===== src/rtl/mem_addr_arbiter.sv =====
// mem_addr_arbiter
//   Shares one memory port between instruction fetch and load/store.
//   Grants one requester at a time, registers the address-mux select and
//   write enable at grant, and runs a req/ack handshake with memory.
//   Data normally wins a collision; after STARVE_MAX consecutive data
//   grants taken while fetch was waiting, fetch is forced through.
//
//   Optional build macro: MEM_ARB_TIMEOUT_EN
//     defined   -> watchdog aborts an access after TIMEOUT_CYCLES cycles
//                  without i_mem_ack (o_timeout + owner's done pulse)
//     undefined -> waits for ack indefinitely, o_timeout tied low
//
// Ports
//   i_clk, i_arst        clock (rising), async active-high reset
//   i_fetch_req          fetch request (level)
//   o_fetch_done         fetch complete, 1-cycle pulse
//   i_data_req           load/store request (level)
//   i_data_we            1 = store, sampled at data grant
//   o_data_done          data access complete, 1-cycle pulse
//   o_addr_sel           address mux select: 0 fetch, 1 data
//   o_mem_req            memory request, held until ack
//   o_mem_we             memory write enable, valid with o_mem_req
//   i_mem_ack            memory completion pulse
//   o_busy               access in progress
//   o_timeout            access aborted by watchdog, 1-cycle pulse
//
// state | meaning
// IDLE  | no access in flight, arbitrate requests
// FETCH | fetch access waiting for ack
// DATA  | load/store access waiting for ack

module mem_addr_arbiter #(
  parameter int STARVE_MAX     = 3,
  parameter int TIMEOUT_CYCLES = 64
) (
  input  logic i_clk,
  input  logic i_arst,
  input  logic i_fetch_req,
  output logic o_fetch_done,
  input  logic i_data_req,
  input  logic i_data_we,
  output logic o_data_done,
  output logic o_addr_sel,
  output logic o_mem_req,
  output logic o_mem_we,
  input  logic i_mem_ack,
  output logic o_busy,
  output logic o_timeout
);

  typedef enum logic [1:0] {IDLE, FETCH, DATA} state_t;

  localparam logic [3:0] STARVE_LIM = 4'(STARVE_MAX);

  state_t     state_q, state_d;
  logic [3:0] starve_q, starve_d;
  logic       we_q, we_d;
  logic       sel_q, sel_d;
  logic       tmo_hit;
  logic       fetch_forced;

`ifdef MEM_ARB_TIMEOUT_EN
  localparam int TW = $clog2(TIMEOUT_CYCLES);
  localparam logic [TW-1:0] TMO_LAST = TW'(TIMEOUT_CYCLES - 1);

  logic [TW-1:0] tmo_cnt_q;

  // Held at zero in IDLE, so every grant starts counting from the first
  // access cycle; the count reaches TMO_LAST on the TIMEOUT_CYCLES-th
  // cycle without ack.
  always_ff @(posedge i_clk or posedge i_arst) begin
    if (i_arst)
      tmo_cnt_q <= '0;
    else if (state_q == IDLE)
      tmo_cnt_q <= '0;
    else if (!i_mem_ack)
      tmo_cnt_q <= tmo_cnt_q + TW'(1);
  end

  assign tmo_hit = (state_q != IDLE) && (tmo_cnt_q == TMO_LAST);
`else
  // Watchdog not built; the expression is constant 0.
  assign tmo_hit = (TIMEOUT_CYCLES < 0);
`endif

  assign fetch_forced = i_fetch_req && (starve_q == STARVE_LIM);
  assign o_addr_sel   = sel_q;

  always_ff @(posedge i_clk or posedge i_arst) begin
    if (i_arst) begin
      state_q  <= IDLE;
      starve_q <= '0;
      we_q     <= 1'b0;
      sel_q    <= 1'b0;
    end else begin
      state_q  <= state_d;
      starve_q <= starve_d;
      we_q     <= we_d;
      sel_q    <= sel_d;
    end
  end

  always_comb begin
    state_d      = state_q;
    starve_d     = starve_q;
    we_d         = we_q;
    sel_d        = sel_q;
    o_mem_req    = 1'b0;
    o_busy       = 1'b0;
    o_mem_we     = 1'b0;
    o_fetch_done = 1'b0;
    o_data_done  = 1'b0;
    o_timeout    = 1'b0;

    case (state_q)
      IDLE: begin
        // Ack in IDLE is ignored. Select holds between accesses.
        if (i_data_req && !fetch_forced) begin
          state_d = DATA;
          sel_d   = 1'b1;
          we_d    = i_data_we;
          if (i_fetch_req && (starve_q != STARVE_LIM))
            starve_d = starve_q + 4'd1;
        end else if (i_fetch_req) begin
          state_d  = FETCH;
          sel_d    = 1'b0;
          we_d     = 1'b0;
          starve_d = '0;
        end
      end
      FETCH: begin
        o_mem_req = 1'b1;
        o_busy    = 1'b1;
        if (i_mem_ack || tmo_hit) begin
          o_fetch_done = 1'b1;
          o_timeout    = !i_mem_ack;
          state_d      = IDLE;
        end
      end
      DATA: begin
        o_mem_req = 1'b1;
        o_busy    = 1'b1;
        o_mem_we  = we_q;
        if (i_mem_ack || tmo_hit) begin
          o_data_done = 1'b1;
          o_timeout   = !i_mem_ack;
          state_d     = IDLE;
        end
      end
      default: state_d = IDLE;
    endcase
  end

endmodule


===== config.mk =====
export PLATFORM = sky130hd
export DESIGN_NAME = mem_addr_arbiter
export DESIGN_NICKNAME = d
export VERILOG_FILES = /design/src/rtl/mem_addr_arbiter.sv
export SDC_FILE = /design/constraint.sdc
export NUM_CORES = 1
export LEC_CHECK = 0
export CAP_MARGIN = 20
export CORE_AREA = 2 2 39 41
export CTS_CLUSTER_SIZE = 30
export DETAILED_ROUTE_END_ITERATION = 10
export DIE_AREA = 0 0 41 43
export PLACE_DENSITY = 0.68
export SYNTH_ARGS = -nofsm -noshare
export SYNTH_HDL_FRONTEND = slang
export SYNTH_SLANG_ARGS = --single-unit

===== constraint.sdc =====
create_clock -name i_clk -period 1.9 [get_ports i_clk]
set_input_delay 0.475 -clock i_clk [delete_from_list [all_inputs] [get_ports i_clk]]
set_output_delay 0.475 -clock i_clk [all_outputs]
set_load 0.02 [all_outputs]

; After elaboration in Yosys (flattened, before gate mapping)
; Index checks and enable logic that the tools add are counted.
; W data, S select, Z words.
[word_totals]
ff_bits = 8
word_cells = 40
[op_classes]
n_addsub = 1
n_mux = 17
n_eq_ne = 7
reduce_logical = 11
[op_table]
columns = cell, n
row1 = $mux W4, 3
row2 = $mux W1, 10
row3 = $mux W2, 3
row4 = $add A4 B1 Y4 const B, 1
row5 = $eq A4 B2 Y1 const B, 1
row6 = $ne A2 B1 Y1 const B, 2
row7 = $ne A4 B2 Y1 const B, 1
row8 = $pmux W2 S2, 1
row9 = $reduce_and A2 Y1, 2
row10 = $logic_and A1 B1 Y1, 3
row11 = $ne A3 B3 Y1 const B, 1
row12 = $reduce_and A3 Y1, 1
row13 = $eq A2 B1 Y1 const B, 1
row14 = $eq A2 B2 Y1 const B, 1
row15 = $logic_not A1 Y1, 2
row16 = $logic_not A2 Y1, 1
row17 = $reduce_bool A2 Y1, 1
row18 = $reduce_or A2 Y1, 1

; Longest topological paths before layout
; Gate-level depths: netlist (run 1).
[depth]
word_depth = 6
ltp_mapped = 5
depth_no_buf = 5

; Worst setup path before layout (run 1)
; No wires, ideal clock.
[synth_timing]
path_type = reg-to-reg
from = register state_q[0]
to = register state_q[0]
path_stages_with_launch = 6
path_buffers = 0
period_less_slack_ns = 1.601
setup_slack_ns = 0.299
setup_ns = 0.125
arrival_ns = 1.476
path_cell_list = dfrtp_1 > inv_1 > ha_1 > nor2b_1 > a21oi_1 > mux2_2
[synth_between]
elab_chain_len = 4
[synth_rtl]
columns = element, line_no
row1 = start: declaration, 55  ; state_t state_q, state_d;
row2 = start signal: assignment, 96  ; state_q <= state_d;
row3 = $eq A2 B2 Y1 or $eq A2 B1 Y1 (tied branches), 115  ; case (state_q)
row4 = $reduce_or A2 Y1 (no line), --
row5 = $ne A2 B1 Y1 (no line), --
row6 = $reduce_and A2 Y1 (no line), --
; Several ways; a longest one is shown, not always the timed one.
; A chain may end at the register's enable or synchronous reset.

; Worst setup path in the final report (run 1)
[layout_timing]
from = input port i_mem_ack
to = output port o_fetch_done
[layout_between]
elab_chain_len = 2
[layout_rtl]
columns = element, line_no
row1 = start: declaration, 46  ; input logic i_mem_ack,
row2 = $mux W1, 134  ; if (i_mem_ack || tmo_hit) begin
row3 = $mux W1, 115
row4 = end: declaration, 39  ; output logic o_fetch_done,
; No other way between the ends.

==> results of run 1 <==
==> layer usage <==
layer  vias to the layer above  part of all wire, %  GRT usage [%]
met5                         -                    0              0
met4                         0                  2.0           8.00
met3                         2                  4.8           4.71
met2                        10                   48           19.4
met1                       186                   45           15.1
li1                        204                    -              -
==> area by class of cell <==
cell class | count | area share [%]
Clock buffer | 3 | 3.63
Inverter | 4 | 2.42
Multi-Input combinational cell | 38 | 40.7
Sequential cell | 8 | 32.3
Tap cell | 16 | 3.23
Timing Repair Buffer | 12 | 17.7
==> worst max-delay path, stage by stage <==
cell	delay, ns
clkdlybuf4s50_1	0.48
and2_1	0.13
clkdlybuf4s15_1	0.29
==> metrics by stage <==
stage          instance area, um^2  setup WS [ns]
2_1_floorplan                  490          0.299
3_3_place_gp                   606         -0.244
3_5_place_dp                   606         -0.272
4_1_cts                        622        0.00394
5_1_grt                        621        0.00184
6_report                       621         0.0422
==> power by group <==
part | switching (mW) | internal [mW]
Sequential | 0.0627 | 0.252
Combinational | 0.248 | 0.213
Clock | 0.0588 | 0.0724
==> flip-flops by register name, summed over array words and instances (netlist names) <==
signal,flops
o_addr_sel,1
starve_q,4
state_q,2
we_q,1
==> path summary, 6_finish.rpt <==
| kind | from | to | slack (ns) |
|---|---|---|---|
| worst max-delay path | i_mem_ack | o_fetch_done | 0.04 |
| worst min-delay path | i_arst | o_addr_sel | 0.47 |
| worst max register to register | state_q[0] | state_q[0] | 0.32 |
| worst min register to register | we_q | we_q | 0.49 |
| max in group asynchronous | i_arst | starve_q[2] | 1.18 |
| min in group i_clk | we_q | we_q | 0.49 |
==> cell families after synthesis <==
| family | share of synthesized area (%) |
|---|---|
| AOI/OAI and AO/OA | 12.2 |
| and+or+nand+nor | 24.0 |
| muxes | 4.34 |
| DFF | 40.8 |
| buffers and inverters | 7.65 |
| adders and majority gates | 10.2 |
| other | 0.765 |
==> placed cells by master (no fill, tap or decap), types with 3 or more instances in the layout <==
cell type        n
o21ai_0          4
inv_1            4
ha_1             4
dfrtp_1          8
nand2_1          7
and2_1           3
clkbuf_4         3
clkdlybuf4s50_1  6
nand3_1          5
==> timing repair <==
item,CTS,global route
endpoints found under the setup margin,5,3
gates cloned,0,0
resized for setup,5,4
==> metrics.cfg, run 1 <==
[run_status]
status=complete, no violations

[clock_network]
cts_setup_buffers=0
cts_buffers=3
cts_buffer_depth=2
root_buffer=clkbuf_4
clkSinkCount=8
insertion_delay_ns=0.25
postCtsHoldBufs=0
h-tree-depth=1
clk_pin_slew_ns=0.06
cts_tree=built

[pwr]
power.leakage_nw=0.297
power_mw=0.907
powerDensity_nw_per_um2=1460
peakVddDrop_uv=471

[logic_synthesis]
synth_most_common_cell=dfrtp_1
synth_edf_count=0
synth_cell_type_count=23
synth_area_leader_cell=dfrtp_1
synth-seq-area-share_pct=40.8
syn_area_um2=490
synth_top_area_share_pct=40.8
synth_common_cells=dfrtp_1 (8), nand2_1 (7), nand3_1 (5)
synth_area_leaders=dfrtp_1 (41%), ha_1 (10%), nand2_1 (5.4%)
synth_warnings=0
synth_area_per_cell_um2=9.25
synthFlopType=dfrtp_1
async_flop_share_pct=100
syn_inst=53
ys_seq_elements=8
syn_nets=63

[hold_path]
hold_path.class=primary input to async pin

[critical_path]
worstPathArrival_ns=1.38
crit_path_start_kind=primary input
crit_type=primary input to primary output
reg2regPathDepth=5
critPathMaxFanout=3
cp.required_ns=1.42
endpoint_kind=primary output

[global_routing]
grt_usage_pct=13.0
grt_pass1_wl_um=1480
grt_pass1_vias=364
grt_overflow=0
grt_max_degree=9
antenna_found_initial=0

[floorplan]
die_x_um=41
start_util_pct=35.4
dieArea_um2=1760
pin_count=13
fp-row-count=14
fp.coreArea_um2=1380
dieHeight_um=43

[layout]
final_core_utilization_pct=44.8
num-fill-cells=134
layout-drive-gt1-share_pct=13.8
diodes=0
layoutNonFillerInstCount=81
seq_area_um2=200
multi_input_area_um2=253
area_delta_synth_final_pct=26.5
final_nets=77

[place]
dp.cells=78
gp_congestion=0.685
hpwl_um=707
placement.io_buffers=11

[drt]
via_per_inst=4.96
final_antenna_net_count=0
drt-total-wl_um=908
drt_pre_antenna_iters=2
drt_first_iter_violations=6
drc=0
vias=402
wl_per_cell_um=11.2

[sta]
min_period_ns=1.86
hold_viol_final=0
holdWs_ns=0.473
fmax_ghz=0.538
setup_tns_ns=0
finClkSkew_ns=0.00479
rsz0062_at_grt=false
period_share_pct=97.8
setup_viol=0
maxSlewViolCount=0

[flow_run]
cap_violations=0

(Power assumes the default switching activity.)
==> run 2, diff against run 1 <==
- clock period: 1.9 -> 2.2 ns (I/O delays scaled with it)
==> run 2 against run 1 <==
Combinational power fell by 11%. Worst setup slack improved by 0.13 ns. Cell count did not move. Final area rose by 2.0%. Register-to-register slack improved by 0.30 ns. Critical endpoint is now o_data_done.
==> metrics.cfg, run 2 (synthesis results as in run 1) <==
[place]
dp.cells=78  ; unchanged
place_area_um2=606  ; unchanged
hpwl_um=711  ; was 707 um
placement.io_buffers=11  ; unchanged
gp_congestion=0.670  ; was 0.685

[critical_path]
reg2regPathDepth=5  ; unchanged
worstPathCellList=clkdlybuf4s50_1, and2_1, dlygate4sd2_1  ; was clkdlybuf4s50_1, and2_1, clkdlybuf4s15_1
reg2reg_from=state_q[0]  ; unchanged
r2r_slack_ns=0.62  ; was 0.32 ns
crit_type=primary input to primary output  ; unchanged
crit_start=i_mem_ack  ; unchanged
worstPathArrival_ns=1.47  ; was 1.38 ns
critPathMaxFanout=3  ; unchanged
crit_path_start_kind=primary input  ; unchanged
crit_path_end=o_data_done  ; was o_fetch_done
cp.required_ns=1.65  ; was 1.42 ns
endpoint_kind=primary output  ; unchanged
reg2reg_to=state_q[0]  ; unchanged
critPathMaxStageDelay_ns=0.48  ; about the same
slowest_stage=clkdlybuf4s50_1  ; unchanged

[global_routing]
antenna_found_initial=0  ; unchanged
grt_pass1_vias=340  ; was 364
grt_usage_pct=13.1  ; was 13.0%
grt_max_degree=9  ; unchanged
grt_overflow=0  ; unchanged
grt_pass1_wl_um=1460  ; was 1480 um

[floorplan]
fp-row-count=14  ; unchanged
pin_count=13  ; unchanged
fp.coreArea_um2=1380  ; unchanged
die_x_um=41  ; unchanged
start_util_pct=35.4  ; unchanged
dieArea_um2=1760  ; unchanged
dieHeight_um=43  ; unchanged

[pwr]
power.leakage_nw=0.339  ; was 0.297 nW
peakVddDrop_uv=510  ; was 471 uV
powerDensity_nw_per_um2=1270  ; was 1460 nW/um^2

[sta]
setup_viol=0  ; unchanged
fmax_ghz=0.494
maxSlewViolCount=0  ; unchanged
finClkSkew_ns=0.00854  ; was 0.00479 ns
period_share_pct=92.0
rsz0062_at_grt=false  ; unchanged
hold_viol_final=0  ; unchanged
min_period_ns=2.02

[clock_network]
cts_buffers=3  ; unchanged
cts_buffer_depth=2  ; unchanged
clk_pin_slew_ns=0.06  ; about the same
clkSinkCount=8  ; unchanged
h-tree-depth=1  ; unchanged
cts_setup_buffers=0  ; unchanged
insertion_delay_ns=0.26  ; was 0.25 ns
cts_tree=built  ; unchanged
root_buffer=clkbuf_4  ; unchanged

[drt]
drc=0  ; unchanged
vias=404  ; was 402
wl_per_cell_um=11.3  ; was 11.2 um
drt_pre_antenna_iters=4  ; was 2
drt-total-wl_um=917  ; was 908 um
drt_first_iter_violations=4  ; was 6
via_per_inst=4.99  ; was 4.96
final_antenna_net_count=0  ; unchanged

[layout]
layout_common_cells=dfrtp_1 (8), nand2_1 (7), clkdlybuf4s50_1 (6), nand3_1 (5)  ; unchanged
area_delta_synth_final_pct=29.1  ; was 26.5%
top_regs=starve_q: 4 flops, state_q: 2 flops  ; unchanged
final_nets=77  ; unchanged
fin_area_um2=633  ; was 621 um^2
layout-drive-gt1-share_pct=12.3  ; was 13.8%
final_common_cell=dfrtp_1  ; unchanged
diodes=0  ; unchanged
largest_reg_flops=4  ; unchanged
layoutNonFillerInstCount=81  ; unchanged
num-fill-cells=143  ; was 134
top_register=starve_q  ; unchanged

[flow_run]
cap_violations=0  ; unchanged

[run_status]
status=complete, no violations  ; unchanged

[hold_path]
hold_path.class=flop to flop  ; was primary input to async pin

## run 2: repair_timing
item	CTS	global route
hold buffers	0	0
endpoints found under the setup margin	2	3
gates resized for setup	2	3
## run 2: stage by stage
| stage | hold slack (ns) | utilization, % | TNS [ns] | power [mW] | setup slack, ns |
|---|---|---|---|---|---|
| after global routing | 0.522 | 45.8 | 0 | 0.876 | 0.134 |
| final | 0.490 | 45.8 | 0 | 0.801 | 0.177 |
| after detailed placement | 0.474 | 43.8 | -0.210 | 0.706 | -0.106 |
| after global placement | 0.456 | 43.8 | -0.187 | 0.691 | -0.0942 |
| after floorplan | 0.366 | - | 0 | 0.571 | 0.599 |
| after CTS | 0.487 | 45.2 | 0 | 0.817 | 0.00907 |
## run 2: metal layers
| metal | global-route usage, % | share of wire [%] | wire length (um) |
|---|---|---|---|
| met1 | 17.0 | 48 | 439 |
| met2 | 15.9 | 42 | 388 |
| met3 | 4.71 | 5.7 | 52 |
| met4 | 12.0 | 4.1 | 38 |
| met5 | 0 | 0 | 0 |
## run 2: cell type report
| cell class | instances | area [um^2] | area share, % |
|---|---|---|---|
| tap | 16 | 20.0 | 3.16 |
| multi-input combinational | 38 | 253 | 39.9 |
| timing repair buffer | 12 | 123 | 19.4 |
| inverter | 4 | 15.0 | 2.37 |
| sequential | 8 | 200 | 31.6 |
| clock buffer | 3 | 22.5 | 3.56 |
## run 2: worst max-delay path: cells and delay by family
family	cells	cell delay (ns)
buffers and inverters	2	0.80
and+or+nand+nor	1	0.12
## run 2: worst min path at each step
stage	from	end	slack [ns]	depth (start not counted)
after floorplan	i_arst	o_addr_sel	0.37	1
after global placement	we_q	we_q	0.46	2
after detailed placement	o_addr_sel	o_addr_sel	0.47	2
after CTS	o_addr_sel	o_addr_sel	0.49	2
after global routing	we_q	we_q	0.52	2
final	we_q	we_q	0.49	2
## run 2: power by group
group	leakage (nW)	internal [mW]	total, mW	switching, mW
clock network	0.0138	0.0627	0.116	0.0534
registers	0.0989	0.218	0.275	0.0576
logic	0.226	0.200	0.410	0.210
==> run 3, diff against run 2 <==
- CTS_CLUSTER_DIAMETER: not set -> 60
==> results of run 3 <==
No change in the layout: final DEF, timing and power equal those of run 2.
